## src/rtl/traffic_pkg.sv

```systemverilog
// Shared definitions for the multi-phase traffic controller.
// Contents:
//   - state encoding (GREEN/YELLOW/ALL_RED/WALK) as localparams and an enum built on them
//   - Prog_Sel field codes selecting a column of the duration table
//   - clamp1(): a programmed duration of 0 is stored as 0 but timed as 1
package traffic_pkg;

   localparam logic [1:0] ST_GREEN  = 2'd0;
   localparam logic [1:0] ST_YELLOW = 2'd1;
   localparam logic [1:0] ST_ALLRED = 2'd2;
   localparam logic [1:0] ST_WALK   = 2'd3;

   typedef enum logic [1:0] {
      GREEN   = ST_GREEN,
      YELLOW  = ST_YELLOW,
      ALL_RED = ST_ALLRED,
      WALK    = ST_WALK
   } state_e;

   localparam logic [1:0] SEL_GREEN  = 2'd0;
   localparam logic [1:0] SEL_YELLOW = 2'd1;
   localparam logic [1:0] SEL_ALLRED = 2'd2;
   localparam logic [1:0] SEL_WALK   = 2'd3;

   function automatic int clamp1(input int dur);
      return (dur < 1) ? 1 : dur;
   endfunction

endpackage

```

## src/rtl/phase_timer.sv

```systemverilog
// Countdown for the current light interval.
// Ports:
//   clk, Reset_n  clock and synchronous active-low reset (loads RST_VAL)
//   load          load load_val (clamped to >= 1) at this edge
//   load_val      raw duration from the table or the extension constant
//   tick          1 Hz enable; each tick decrements the count
//   expired       tick while count == 1 (combinational, so the owner can
//                 change state and reload at the very same edge)
module phase_timer
   import traffic_pkg::*;
#(
   parameter int TIME_W  = 4,
   parameter int RST_VAL = 1
) (
   input  logic              clk,
   input  logic              Reset_n,
   input  logic              load,
   input  logic [TIME_W-1:0] load_val,
   input  logic              tick,
   output logic              expired
);

   logic [TIME_W-1:0] count_q;

   assign expired = tick && (count_q == TIME_W'(1));

   always_ff @(posedge clk) begin
      if (!Reset_n) begin
         count_q <= TIME_W'(clamp1(RST_VAL));
      end else if (load) begin
         count_q <= TIME_W'(clamp1(int'(load_val)));
      end else if (tick && (count_q > TIME_W'(1))) begin
         count_q <= count_q - 1'b1;
      end
   end

endmodule

```

## src/rtl/multi_phase_traffic_controller.sv

```systemverilog
// N-approach round-robin traffic controller: GREEN -> YELLOW -> ALL_RED -> optional WALK.
// Ports:
//   clk, Reset_n        clock, synchronous active-low reset
//   oneHz_Enable        one-cycle timing tick
//   Sensor              vehicle present per phase (one green extension per green)
//   Walk_Request        pedestrian request per phase, latched until served
//   Prog_En/Phase/Sel/Value  write port of the per-phase duration table
//   Green/Yellow/Red/Walk    registered per-phase lamps
//   Cur_Phase, State    phase being served and its interval
module multi_phase_traffic_controller
   import traffic_pkg::*;
#(
   parameter  int NUM_PHASES = 4,
   parameter  int TIME_W     = 4,
   parameter  int DEF_GREEN  = 6,
   parameter  int DEF_YELLOW = 2,
   parameter  int DEF_ALLRED = 1,
   parameter  int DEF_WALK   = 3,
   parameter  int EXT_TIME   = 3,
   localparam int PH_W       = $clog2(NUM_PHASES)
) (
   input  logic                  clk,
   input  logic                  Reset_n,
   input  logic                  oneHz_Enable,
   input  logic [NUM_PHASES-1:0] Sensor,
   input  logic [NUM_PHASES-1:0] Walk_Request,
   input  logic                  Prog_En,
   input  logic [PH_W-1:0]       Prog_Phase,
   input  logic [1:0]            Prog_Sel,
   input  logic [TIME_W-1:0]     Prog_Value,
   output logic [NUM_PHASES-1:0] Green,
   output logic [NUM_PHASES-1:0] Yellow,
   output logic [NUM_PHASES-1:0] Red,
   output logic [NUM_PHASES-1:0] Walk,
   output logic [PH_W-1:0]       Cur_Phase,
   output logic [1:0]            State
);

   state_e                  state_q, state_d;
   logic [PH_W-1:0]         phase_q, phase_d, phase_nxt;
   logic                    ext_q, ext_d;
   logic [NUM_PHASES-1:0]   wlatch_q, wlatch_d, wlatch_clr;
   logic [TIME_W-1:0]       dur_q [NUM_PHASES][4];
   logic [TIME_W-1:0]       load_val;
   logic                    expired;
   logic [NUM_PHASES-1:0]   green_q, yellow_q, red_q, walk_q;

   assign phase_nxt = (phase_q == PH_W'(NUM_PHASES - 1)) ? '0 : phase_q + 1'b1;

   // Every expiry reloads the countdown, so the load strobe is the expiry itself.
   phase_timer #(
      .TIME_W (TIME_W),
      .RST_VAL(DEF_ALLRED)
   ) u_timer (
      .clk     (clk),
      .Reset_n (Reset_n),
      .load    (expired),
      .load_val(load_val),
      .tick    (oneHz_Enable),
      .expired (expired)
   );

   always_comb begin
      // NOTE: every signal assigned here gets a default first, so no path infers a latch.
      state_d    = state_q;
      phase_d    = phase_q;
      ext_d      = ext_q;
      wlatch_clr = '0;
      load_val   = dur_q[phase_q][SEL_GREEN];
      if (expired) begin
         unique case (state_q)
            GREEN: begin
               if (Sensor[phase_q] && !ext_q) begin
                  load_val = TIME_W'(EXT_TIME);
                  ext_d    = 1'b1;
               end else begin
                  state_d  = YELLOW;
                  load_val = dur_q[phase_q][SEL_YELLOW];
               end
            end
            YELLOW: begin
               state_d  = ALL_RED;
               load_val = dur_q[phase_q][SEL_ALLRED];
            end
            ALL_RED: begin
               if (wlatch_q[phase_q]) begin
                  state_d  = WALK;
                  load_val = dur_q[phase_q][SEL_WALK];
               end else begin
                  state_d  = GREEN;
                  phase_d  = phase_nxt;
                  ext_d    = 1'b0;
                  load_val = dur_q[phase_nxt][SEL_GREEN];
               end
            end
            WALK: begin
               wlatch_clr[phase_q] = 1'b1;
               state_d  = GREEN;
               phase_d  = phase_nxt;
               ext_d    = 1'b0;
               load_val = dur_q[phase_nxt][SEL_GREEN];
            end
            default: ;
         endcase
      end
      // A request arriving in the WALK exit cycle re-arms the latch for next rotation.
      wlatch_d = (wlatch_q & ~wlatch_clr) | Walk_Request;
   end

   always_ff @(posedge clk) begin
      if (!Reset_n) begin
         state_q  <= ALL_RED;
         phase_q  <= PH_W'(NUM_PHASES - 1);
         ext_q    <= 1'b0;
         wlatch_q <= '0;
         // NOTE: the duration table is reset flops rather than RAM because reset must restore the defaults.
         for (int p = 0; p < NUM_PHASES; p++) begin
            dur_q[p][SEL_GREEN]  <= TIME_W'(DEF_GREEN);
            dur_q[p][SEL_YELLOW] <= TIME_W'(DEF_YELLOW);
            dur_q[p][SEL_ALLRED] <= TIME_W'(DEF_ALLRED);
            dur_q[p][SEL_WALK]   <= TIME_W'(DEF_WALK);
         end
         green_q  <= '0;
         yellow_q <= '0;
         red_q    <= '1;
         walk_q   <= '0;
      end else begin
         // NOTE: non-blocking assignments so every flop samples pre-edge values.
         state_q  <= state_d;
         phase_q  <= phase_d;
         ext_q    <= ext_d;
         wlatch_q <= wlatch_d;
         // Loads above read dur_q before this write lands, so a same-cycle load sees the old value.
         if (Prog_En && (int'(Prog_Phase) < NUM_PHASES)) begin
            dur_q[Prog_Phase][Prog_Sel] <= Prog_Value;
         end
         // Lamps are decoded from the next state so they change on the same edge as State.
         for (int i = 0; i < NUM_PHASES; i++) begin
            green_q[i]  <= (state_d == GREEN)  && (phase_d == PH_W'(i));
            yellow_q[i] <= (state_d == YELLOW) && (phase_d == PH_W'(i));
            red_q[i]    <= !(((state_d == GREEN) || (state_d == YELLOW)) && (phase_d == PH_W'(i)));
            walk_q[i]   <= (state_d == WALK)   && (phase_d == PH_W'(i));
         end
      end
   end

   assign Green     = green_q;
   assign Yellow    = yellow_q;
   assign Red       = red_q;
   assign Walk      = walk_q;
   assign Cur_Phase = phase_q;
   assign State     = state_q;

endmodule

```

## config.mk

```make
export PLATFORM = sky130hd
export DESIGN_NAME = multi_phase_traffic_controller
export DESIGN_NICKNAME = d
export VERILOG_FILES = /design/src/rtl/traffic_pkg.sv /design/src/rtl/phase_timer.sv /design/src/rtl/multi_phase_traffic_controller.sv
export SDC_FILE = /design/constraint.sdc
export NUM_CORES = 1
export LEC_CHECK = 0
export ABC_AREA = 1
export BUFFER_PORTS_ARGS = -buffer_cell sky130_fd_sc_hd__buf_2
export CORE_MARGIN = 1
export CORE_UTILIZATION = 64
export CTS_CLUSTER_DIAMETER = 200
export DETAILED_ROUTE_END_ITERATION = 10
export GPL_TIMING_DRIVEN = 1
export PLACE_DENSITY = 0.85
export RECOVER_POWER = 50
export SLEW_MARGIN = 20
export SYNTH_ARGS = -nofsm -noshare
export SYNTH_HDL_FRONTEND = slang
export SYNTH_SLANG_ARGS = --single-unit
export TNS_END_PERCENT = 100
```

## constraint.sdc

```tcl
create_clock -name clk -period 5.3 [get_ports clk]
set_input_delay 0.53 -clock clk [delete_from_list [all_inputs] [get_ports clk]]
set_output_delay 0.53 -clock clk [all_outputs]
set_load 0.02 [all_outputs]
```

# Word level (Yosys, flattened, before mapping)
# Memory sizes are Yosys's and may differ from the RTL's. A register that Yosys moved wholly into a read port is not among the register bits.
# Cells that the tools add are included.
dict set report word_totals {
  output_inout_bits 20
  elab_cells 104
  register_bits 29
  ramBits 64
  inputBits 20
  mem_count 1
}
dict set report classes {
  n_eq_ne 12
  add_sub_neg 2
  bitwise_logic 4
  n_mux 36
  magnitude_cmp 6
  n_reduce_logical 34
}
# memory depth width read_ports rd_ports_with_merged_regs wr line
set mem_list {}
lappend mem_list {dur_q 4 16 2 1 4 multi_phase_traffic_controller.sv:43} ;# logic [TIME_W-1:0] dur_q [NUM_PHASES][4];
# operator n
set ops {}
lappend ops {{2-to-1 mux 16 bit} 3}
lappend ops {{2-to-1 mux 4 bit} 9}
lappend ops {{logical AND 1 bit} 21}
lappend ops {{2-to-1 mux 2 bit} 8}
lappend ops {{case mux 4 bit (4 select lines)} 1}
lappend ops {{OR reduction 16 bit} 1}
lappend ops {{equality test 2 bit (second input constant)} 6}
lappend ops {{demux 4 bit (select 2 bit)} 1}
lappend ops {{2-to-1 mux 1 bit} 8}
lappend ops {{case mux 2 bit (4 select lines)} 1}
lappend ops {{equality test 2 x 1 -> 1 bit (second input constant)} 3}
lappend ops {{zero test 2 bit} 3}
lappend ops {{zero test 1 bit} 5}
lappend ops {{bitwise AND 4 bit} 1}
lappend ops {{binary-select mux 1 bit (select 2 bit)} 2}
lappend ops {{equality test 4 x 1 -> 1 bit (second input constant)} 1}
lappend ops {{greater-than comparator 4 x 1 -> 1 bit (second input constant)} 1}
lappend ops {{less-than comparator 4 x 1 -> 1 bit (second input constant)} 1}
lappend ops {{!= test 2 bit (second input constant)} 2}
lappend ops {{inverter 4 bit} 1}
lappend ops {{bitwise OR 4 bit} 1}
lappend ops {{case mux 2 bit (2 select lines)} 1}
lappend ops {{AND reduction 4 bit} 1}
lappend ops {{subtractor 4 x 1 -> 4 bit (second input constant)} 1}
lappend ops {{other kinds (11)} 11}

# Depth between registers and ports, before layout
# Gate-level depths: netlist of run 1.
dict set report depth {
  ltp_word 10
  mapped_depth 15
  depth_no_buf 13
}

# By module
# From an unflattened synthesis of run 1, not the netlist that was laid out.
dict set report unflattened {
  cells_unflattened 552
  area_unflattened_um2 4556.9
}
# mod n_inst area_per_inst_um2 seq_area_each_um2 cells_each
set by_module_without_submodules {}
lappend by_module_without_submodules {multi_phase_traffic_controller 1 4275.4 2422.3 508}
lappend by_module_without_submodules {phase_timer 1 281.5 80.1 44}

# Worst setup path after synthesis of run 1
# OpenSTA, ideal clock, no wires.
dict set report synth_timing {
  path_type {register -> register}
  startpoint {register phase_q[0], in the netlist Cur_Phase[0]}
  endpoint {register u_timer.count_q[0]}
  period_less_slack_ns 2.089
  arrival_time_ns 1.974
  path_stages_with_launch 16
  t_required_ns 5.185
  slack_ns 3.211
  path_buffers 3
  setup_time_ns 0.115
  cell_sequence {dfxtp_1 buf_6 inv_4 buf_4 buf_6 ha_1 inv_1 o211ai_1 nand2_1 nand3_1 nand3_1 nor2_1 nand3_1 nand2_1 nand2_1 nand2_1}
}
dict set report synth_between {
  elab_chain_len 9
  word_cells_on_any_way 16
  cone_classes {add/sub: 1; order compare: 1; eq/ne: 1; mux: 11; reduce/logical: 1; memory: 1}
}
# element line
set synth_lines {}
lappend synth_lines {{start: declaration} multi_phase_traffic_controller.sv:40} ;# logic [PH_W-1:0] phase_q, phase_d, phase_nxt;
lappend synth_lines {{start signal: assignment} multi_phase_traffic_controller.sv:113} ;# phase_q <= PH_W'(NUM_PHASES - 1);
lappend synth_lines {{start signal: assignment} multi_phase_traffic_controller.sv:130} ;# phase_q <= phase_d;
lappend synth_lines {{adder 2 x 1 -> 2 bit (tied with other cells)} multi_phase_traffic_controller.sv:48} ;# assign phase_nxt = (phase_q == PH_W'(NUM_PHASES - 1)) ? '0 : phase_q + 1'b1;
lappend synth_lines {{2-to-1 mux 2 bit / 2-to-1 mux 1 bit (equally long branches)} {multi_phase_traffic_controller.sv:48, multi_phase_traffic_controller.sv:73}}
lappend synth_lines {{memory read (4 x 16 bit) / logical AND 1 bit (equally long branches)} -}
lappend synth_lines {{2-to-1 mux 4 bit, on equally long branches} {multi_phase_traffic_controller.sv:86, multi_phase_traffic_controller.sv:73}}
lappend synth_lines {{case mux 4 bit (4 select lines) *} multi_phase_traffic_controller.sv:71} ;# unique case (state_q)
lappend synth_lines {{2-to-1 mux 4 bit *} multi_phase_traffic_controller.sv:70} ;# if (expired) begin
lappend synth_lines {{less-than comparator 4 x 1 -> 1 bit} traffic_pkg.sv:26} ;# return (dur < 1) ? 1 : dur;
lappend synth_lines {{2-to-1 mux 4 bit *} traffic_pkg.sv:26}
lappend synth_lines {{2-to-1 mux 4 bit *} phase_timer.sv:30} ;# end else if (load) begin
lappend synth_lines {{end signal: assignment} phase_timer.sv:29} ;# count_q <= TIME_W'(clamp1(RST_VAL));
lappend synth_lines {{end signal: assignment} phase_timer.sv:31} ;# count_q <= TIME_W'(clamp1(int'(load_val)));
lappend synth_lines {{end signal: assignment} phase_timer.sv:33} ;# count_q <= count_q - 1'b1;
lappend synth_lines {{end: declaration} phase_timer.sv:23} ;# logic [TIME_W-1:0] count_q;
# Every way passes the cells marked *; elsewhere a longest branch is shown, timed or not. The select of a mux whose other input is x is not followed.
# A chain may end at the register's enable or synchronous reset.

# Worst setup path after layout of run 1
# Ends and elaborated chain as after synthesis.

==> impl_metrics.ini, run 1 <==
[layout]
layout.cells.non_filler = 651
num-nets-final = 592
drive_gt1_frac = 0.0998
syn_to_final_growth_pct = 8.29
final_area_sq_mm = 0.00484
diodes = 0
final_common_cell = nor2_1
mostFrequentLayoutCells = 126 x nor2_1, 121 x nand2_1, 64 x edfxtp_1

[critical_path]
cp-start-kind = flop
reg2reg_from = Cur_Phase[0]$_SDFF_PN1_
crit_required_ps = 5610
r2r-end = u_timer.count_q[0]$_SDFFE_PN1P_
end_kind = flop
rr_worst_depth = 12
crit_fanout = 39
rrSetupSlack_ps = 1680
arrival_ps = 3930
critPathKind = reg2reg

[global_routing]
antenna_found_initial = 0
gr-usage-all-layers = 0.289
grt_pass1_vias = 3412
grt_pass1_wl_mm = 15.8
grt_max_degree = 40
grt_overflow_total = 0

[synth]
synth_top_family_by_area = simple AND/OR/NAND/NOR gates
synth_top_cell_by_area = edfxtp_1
synth_top_area_share = 0.430
syn-cell-area_sq_mm = 0.00447
ys_ff_latch = 93
synthTopCellsByArea = edfxtp_1 43%, dfxtp_1 13%, nor2_1 11%, nand2_1 10%, inv_1 5.0%
synthMuxAreaShare = 0
synth_compound_area_frac = 0.0572
synth-xor-area-share = 0.00392
syn_area_per_cell_sq_um = 8.36
yosysWarnings = 0
synth-simple-area-share = 0.283
synthCells = 534
synth_cell_types = 35
synth_adder_area_share = 0.0168
synth-seq-area-share = 0.560
syn_nets = 560

[floorplanning]
dieArea_sq_mm = 0.00732
rows = 30
core_sq_mm = 0.00676
die_y_microns = 85.5
ioPinCount = 40
fp.dieW_microns = 85.5
start_util = 0.661

[clocking]
cts_buffers = 9
cts_setup_buffers = 0
clockBufferDepth = 2
root_buffer = clkbuf_8
cts_tree = yes
clock_latency_ps = 360
cts_hold_buffers = 0
cts_resized = 0
clock-sinks = 93
htreeDepth = 3
cts.reportedPaths.clkPinSlew_ps = 90

[power]
switching_power_uw = 640
switching_share = 0.348
internal_power_uw = 1200
seqPwrFrac = 0.474
leakagePower_uw = 0.00203
ir_drop_uv = 192
p_per_area_mw_per_mm2 = 381
power_frac_clock = 0.262
p_comb_frac = 0.264

[detailed_routing]
via_per_inst = 5.58
detail_route.wl_per_cell_microns = 15.1
drt-initial-drc-count = 248
vias = 3634
first_pass_iters = 5
drc = 0
wl_mm = 9.86
antenna_left = 0

[sta]
fin_crit_sh = 0.683
fin_setup_tns_ps = 0
finClkSkew_ps = 4.76
drv_slew = 71
min_period_ps = 3620
maxSlewHeadroom = -0.187
finalHoldViolations = 0
fmax_ghz = 0.276
setup_viol = 0
rsz0062_at_grt = no
tightest_slew_ps = 1780

[placement]
hpwl_mm = 6.68
place_congestion = 0.908
place_area_sq_mm = 0.00466
io_buffer_count = 39
dp.cells = 635

[outcome]
violations = max-capacitance violations, max-slew violations
status = complete, but fails checks

[min_path]
hold_class = in2reg
whs_path_depth = 3
min_from = Walk_Request[1]
min_to = wlatch_q[1]$_SDFF_PN0_

[job]
cap_violations = 2
[routing by layer]
metal,share of wire,vias to the layer above,track usage
met5,0,-,0
met2,0.49,163,0.480
met1,0.42,1685,0.366
met3,0.059,24,0.0500
met4,0.031,0,0.152
li1,-,1762,-
[registers in the layout (all words and copies together) (netlist names)]
name,cells
u_timer.count_q,4
Green,4
wlatch_q,4
Cur_Phase,2
ext_q,1
Walk,4
Red,4
Yellow,4
dur_q,64
State,2
[metrics by stage]
stage          hold slack [ps]  utilization  total power, uW  worst slack (ps)
6_report                   391        0.716             1840              1680
3_3_place_gp               449        0.690             1360              2880
5_1_grt                    388        0.716             1950              1260
2_1_floorplan              431            -             1260              3210
4_1_cts                    380        0.720             1840              2740
3_5_place_dp               450        0.690             1370              2770
[cells in the mapped netlist (all sizes together)]
cell,instances
xor2,1
a31oi,2
xnor2,1
nor3,7
inv,64
nor2,130
ha,6
o211ai,2
nand4,5
a21oi,15
or2,1
edfxtp,64
o21ai,25
buf,12
o41ai,1
and2,1
clkinv,1
nand3,34
clkbuf,7
dfxtp,29
nand2,126
[worst max-delay path, cell delays in order, from the launching register on]
cell and delay [ps]:
dfxtp_1 310, clkbuf_1 1270, inv_4 440, ha_1 540, inv_1 150, o21ai_0 100
o21ai_0 240, nand3_1 90, nand3_1 100, a21oi_1 70, nand2_1 100, nand2_1 50
nand2_1 60
[cells by family after synthesis]
group           count (synthesis)
flops                          93
simple gates                  304
xor+xnor                        2
fa+ha+maj                       6
buf+inv                        84
compound gates                 45
[layout make-up]
| type | count | area, sq um |
|---|---|---|
| Clock inverter | 6 | 72.6 |
| Tap cell | 80 | 100 |
| Timing Repair Buffer | 40 | 175 |
| Inverter | 65 | 246 |
| Clock buffer | 10 | 128 |
| Multi-Input combinational cell | 357 | 1610 |
| Fill cell | 530 | 1920 |
| Sequential cell | 93 | 2500 |
[how the worst max path moves through the flow]
stage	from	end	slack (ps)	depth (start not counted)
finish	Cur_Phase[0]$_SDFF_PN1_	u_timer.count_q[0]$_SDFFE_PN1P_	1680	12
global route	Cur_Phase[0]$_SDFF_PN1_	u_timer.count_q[0]$_SDFFE_PN1P_	1260	13
CTS	Cur_Phase[1]$_SDFF_PN1_	u_timer.count_q[0]$_SDFFE_PN1P_	2740	11
detailed placement	Cur_Phase[1]$_SDFF_PN1_	u_timer.count_q[0]$_SDFFE_PN1P_	2770	11
global placement	Cur_Phase[1]$_SDFF_PN1_	u_timer.count_q[2]$_SDFFE_PN0P_	2880	11
floorplan	Cur_Phase[0]$_SDFF_PN1_	u_timer.count_q[0]$_SDFFE_PN1P_	3210	15
[power groups by stage]
| stage | registers [uW] | clock network (uW) | logic (uW) |
|---|---|---|---|
| global route | 881 | 518 | 547 |
| CTS | 871 | 484 | 486 |
| global placement | 885 | 0 | 471 |
| finish | 872 | 482 | 487 |
| detailed placement | 888 | 0 | 481 |
| floorplan | 888 | 0 | 369 |
No activity file was read; power rests on OpenSTA's default activity.
==> run 2, diff against run 1 <==
Settings changed: ABC_AREA 1 to 0, CORE_UTILIZATION 64 to 53, PLACE_DENSITY 0.85 to 0.75.
Clock period 5.3 ns to 2.9 ns, I/O delays scaled along.
==> impl_metrics.ini, run 2 <==
[outcome]
status = complete, no violations

[sta]
min_period_ps = 2610
tightest_slew_ps = 857
fmax_ghz = 0.384
fin_crit_sh = 0.899
fin_setup_tns_ps = 0
drv_slew = 0
finClkSkew_ps = 4.78
finalHoldViolations = 0
hold_ws_ps = 149
maxSlewHeadroom = 0.425
rsz0062_at_grt = no
setup_viol = 0

[synth]
syn-cell-area_sq_mm = 0.00439
yosysWarnings = 0
dominantRegCellSynth = edfxtp_1
synth_compound_area_frac = 0.0829
synth_top_family_by_area = simple AND/OR/NAND/NOR gates
synth_top_cell_by_area = edfxtp_1
synth_cell_types = 52
yosysMostFrequentCell = edfxtp_1
synth_adder_area_share = 0.0171
synthTopCellsByArea = edfxtp_1 44%, dfxtp_1 13%, mux4_2 7.2%, and2_1 5.1%, nand2_1 3.0%
synth_top_area_share = 0.437
synth-simple-area-share = 0.210
synthTopCellsByCount = 64 x edfxtp_1, 36 x and2_1, 35 x nand2_1
syn_nets = 404
synth-seq-area-share = 0.569
ys_ff_latch = 93
synthMuxAreaShare = 0.0886
synth-edff-count = 64
synth-async-reset-ratio = 0
synth-xor-area-share = 0
synthCells = 378
syn_area_per_cell_sq_um = 11.6

[detailed_routing]
via_per_inst = 5.77
detail_route.wl_per_cell_microns = 17.9
drc = 0
vias = 2987
drt-initial-drc-count = 183
antenna_left = 0
wl_mm = 9.27
first_pass_iters = 4

[power]
ir_drop_uv = 344
leakagePower_uw = 0.00172
p_per_area_mw_per_mm2 = 818

[floorplanning]
start_util = 0.557
ioPinCount = 40
fp.dieW_microns = 93.1
die_y_microns = 93.1
dieArea_sq_mm = 0.00866
rows = 32
core_sq_mm = 0.00789

[critical_path]
path_depth = 5
crit_required_ps = 3190
end_kind = flop
cpPeakStageDelay_ps = 700
crit_fanout = 11
path_cells = mux4_2 > a211oi_4 > mux2i_1 > nand2_1 > nor3_1
reg2reg_from = Cur_Phase[1]$_SDFF_PN1_
path_buf_inv = 0
arrival_ps = 2890
endpoint = Walk[0]$_SDFF_PN0_
r2r-end = Walk[0]$_SDFF_PN0_
critPathKind = reg2reg
startpoint = Cur_Phase[1]$_SDFF_PN1_
cp-start-kind = flop
rr_worst_depth = 5
rrSetupSlack_ps = 290
cp_top_family = multiplexers
critical-path-slowest-cell = mux4_2

[clocking]
cts.reportedPaths.clkPinSlew_ps = 90
cts_buffers = 9
clock_latency_ps = 370
cts_setup_buffers = 0
clock-sinks = 93
cts_resized = 0
clockBufferDepth = 2
htreeDepth = 3
cts_tree = yes
cts_hold_buffers = 0
root_buffer = clkbuf_8

[layout]
num-nets-final = 437
mostFrequentLayoutCells = 64 x edfxtp_1, 35 x nand2_1, 30 x nor2_1
final_util = 0.615
drive_gt1_frac = 0.159
final_common_cell = edfxtp_1
largest_reg_flops = 64
diodes = 0
top_register = dur_q
syn_to_final_growth_pct = 10.3

[global_routing]
use_met3 = 0.0407
gr-usage-all-layers = 0.231
grt_overflow_total = 0
use_met1 = 0.319
grt_pass1_wl_mm = 14.8
grt_max_degree = 35
antenna_found_initial = 0
grt_use_met2 = 0.374
grt_pass1_vias = 2835
busiest_layer = met2

[placement]
hpwl_mm = 6.64
place_congestion = 0.831
io_buffer_count = 39

[min_path]
hold_class = in2reg

[job]
cap_violations = 0
run 2: metrics by stage:
| stage | power (uW) | instance area [sq um] | setup slack, ps | std cells |
|---|---|---|---|---|
| floorplan | 2700 | 4390 | 280 | 378 |
| global route | 4150 | 4850 | 18.9 | 518 |
| CTS | 3970 | 4880 | 291 | 518 |
| global placement | 2990 | 4660 | 379 | 502 |
| finish | 3960 | 4850 | 293 | 518 |
| detailed placement | 3020 | 4660 | 325 | 502 |
run 2: cells by family after synthesis:
| group | count (synthesis) |
|---|---|
| compound gates | 53 |
| fa+ha+maj | 6 |
| buf+inv | 32 |
| flops | 93 |
| mux | 21 |
| simple gates | 173 |
run 2: cell type report:
type,instances,area (sq um)
fillers,659,3040
flip-flops and latches,93,2500
multi-input cells,253,1750
repair buffers,46,215
clock buffers,10,128
well taps,102,128
clock inverters,6,95.1
inverters,8,30.0
run 2: worst register-to-register path: stages, from the launching register on:
cell      delay (ps)
dfxtp_1          620
mux4_2           710
a211oi_4         340
mux2i_1          490
nand2_1          160
nor3_1           210
run 2: layer usage:
metal	vias to the layer above	part of all wire
met5	-	0
met4	0	0.012
met3	10	0.068
met2	106	0.48
met1	1451	0.44
li1	1420	-
run 2: worst min-delay path by stage:
stage	cells after the start	from	slack, ps	endpoint
final	3	Walk_Request[1]	150	wlatch_q[1]$_SDFF_PN0_
after global routing	3	Walk_Request[3]	160	wlatch_q[3]$_SDFF_PN0_
after CTS	3	Walk_Request[1]	150	wlatch_q[1]$_SDFF_PN0_
after detailed placement	2	u_timer.count_q[1]$_SDFFE_PN0P_	470	u_timer.count_q[1]$_SDFFE_PN0P_
after global placement	2	u_timer.count_q[1]$_SDFFE_PN0P_	470	u_timer.count_q[1]$_SDFFE_PN0P_
after floorplan	2	Walk_Request[0]	430	wlatch_q[0]$_SDFF_PN0_
run 2: report_power, final:
part	leakage (uW)	internal, uW	switching (uW)
combinational	0.000759	549	792
sequential	0.000860	1550	99.7
clock	0.000105	495	478
==> run 3, diff against run 2 <==
Settings changed: CORE_UTILIZATION 53 to 45, PLACE_DENSITY 0.75 to 0.66.
==> impl_metrics.ini, run 3 (synthesis gave the netlist of run 2 again) <==
[outcome]
status = complete, no violations

[sta]
fin_crit_sh = 0.835
drv_slew = 0
fin_setup_tns_ps = 0
maxSlewHeadroom = 0.557
setup_viol = 0
hold_ws_ps = 169
rsz0062_at_grt = no
finClkSkew_ps = 5.80
min_period_ps = 2420
fmax_ghz = 0.413
finalHoldViolations = 0
tightest_slew_ps = 657

[layout]
largest_reg_flops = 64
num-nets-final = 438
mostFrequentLayoutCells = 64 x edfxtp_1, 35 x nand2_1, 30 x nor2_1
final_common_cell = edfxtp_1
drive_gt1_frac = 0.161
top_register = dur_q
final_area_sq_mm = 0.00488
diodes = 0
final_util = 0.523
syn_to_final_growth_pct = 11.1

[critical_path]
crit_required_ps = 3190
path_buf_inv = 2
end_kind = flop
arrival_ps = 2710
cp-start-kind = flop
path_cells = buf_4 > inv_1 > ha_1 > a211oi_1 > o31a_1 > a2bb2oi_1 > a221o_1 > a21boi_1
critical-path-slowest-cell = ha_1
critPathKind = reg2reg
crit_fanout = 18
cp_top_family = compound AO/OA/AOI/OAI gates
cpPeakStageDelay_ps = 470

[clocking]
clockBufferDepth = 2
htreeDepth = 3
cts_setup_buffers = 0
cts_tree = yes
cts.reportedPaths.clkPinSlew_ps = 90
cts_hold_buffers = 0
cts_resized = 0
clock_latency_ps = 360
clock-sinks = 93
root_buffer = clkbuf_8
cts_buffers = 9

[detailed_routing]
antenna_left = 0
met3WireLength_microns = 283
detail_route.wl_per_cell_microns = 17.1
wl_met2_mm = 4.62
met1_length_mm = 4.22
vias = 2945
drt-initial-drc-count = 106
wl_mm = 9.31
drc = 0
routed.top_layer = met4
first_pass_iters = 4
via_per_inst = 5.39

[min_path]
hold_class = in2reg

[floorplanning]
core_sq_mm = 0.00933
die_y_microns = 101
dieArea_sq_mm = 0.0102
rows = 35
fp.dieW_microns = 101
start_util = 0.471
ioPinCount = 40

[global_routing]
grt_pass1_wl_mm = 15.1
grt_max_degree = 29
antenna_found_initial = 0
gr-usage-all-layers = 0.201
grt_pass1_vias = 2982
grt_overflow_total = 0

[placement]
io_buffer_count = 39
place_area_sq_mm = 0.00470
place_congestion = 0.821
hpwl_mm = 6.68

[power]
finalPower_uw = 3950
ir_drop_uv = 320
leakagePower_uw = 0.00173
p_per_area_mw_per_mm2 = 808

[job]
cap_violations = 0
-- run 3: path summary, 6_finish.rpt --
path	depth (start not counted)	start	slack [ps]	end
setup / recovery	8	Cur_Phase[1]$_SDFF_PN1_	480	u_timer.count_q[1]$_SDFFE_PN0P_
hold / removal	3	Walk_Request[0]	170	wlatch_q[0]$_SDFF_PN0_
setup reg to reg	8	Cur_Phase[1]$_SDFF_PN1_	480	u_timer.count_q[1]$_SDFFE_PN0P_
hold reg to reg	2	u_timer.count_q[1]$_SDFFE_PN0P_	490	u_timer.count_q[1]$_SDFFE_PN0P_
-- run 3: cell type report --
cell class                 instances  area (sq um)
fill                             856          4450
sequential                        93          2500
multi-input combinational        253          1750
timing repair buffer              47           221
tap                              129           161
clock buffer                      11           131
clock inverter                     5          83.8
inverter                           8          30.0
-- run 3: metal layers --
layer	track usage	up-vias
met1	0.253	1439
met2	0.348	58
li1	-	1432
met5	0	-
met4	0.0814	0
met3	0.0326	16
-- run 3: report_power, final --
| part | internal, uW | switching (uW) | total, uW |
|---|---|---|---|
| Sequential | 1550 | 91.4 | 1640 |
| Clock | 491 | 457 | 948 |
| Combinational | 549 | 808 | 1360 |
-- run 3: through the flow --
stage | std cells | setup WS, ps
after floorplan | 378 | 280
after global placement | 530 | 542
after detailed placement | 530 | 515
after CTS | 546 | 498
after global routing | 546 | 306
final | 546 | 479
-- run 3: tightest hold or removal path: stages --
cell	delay, ps
buf_2	80
a21oi_1	30
nor2b_1	90
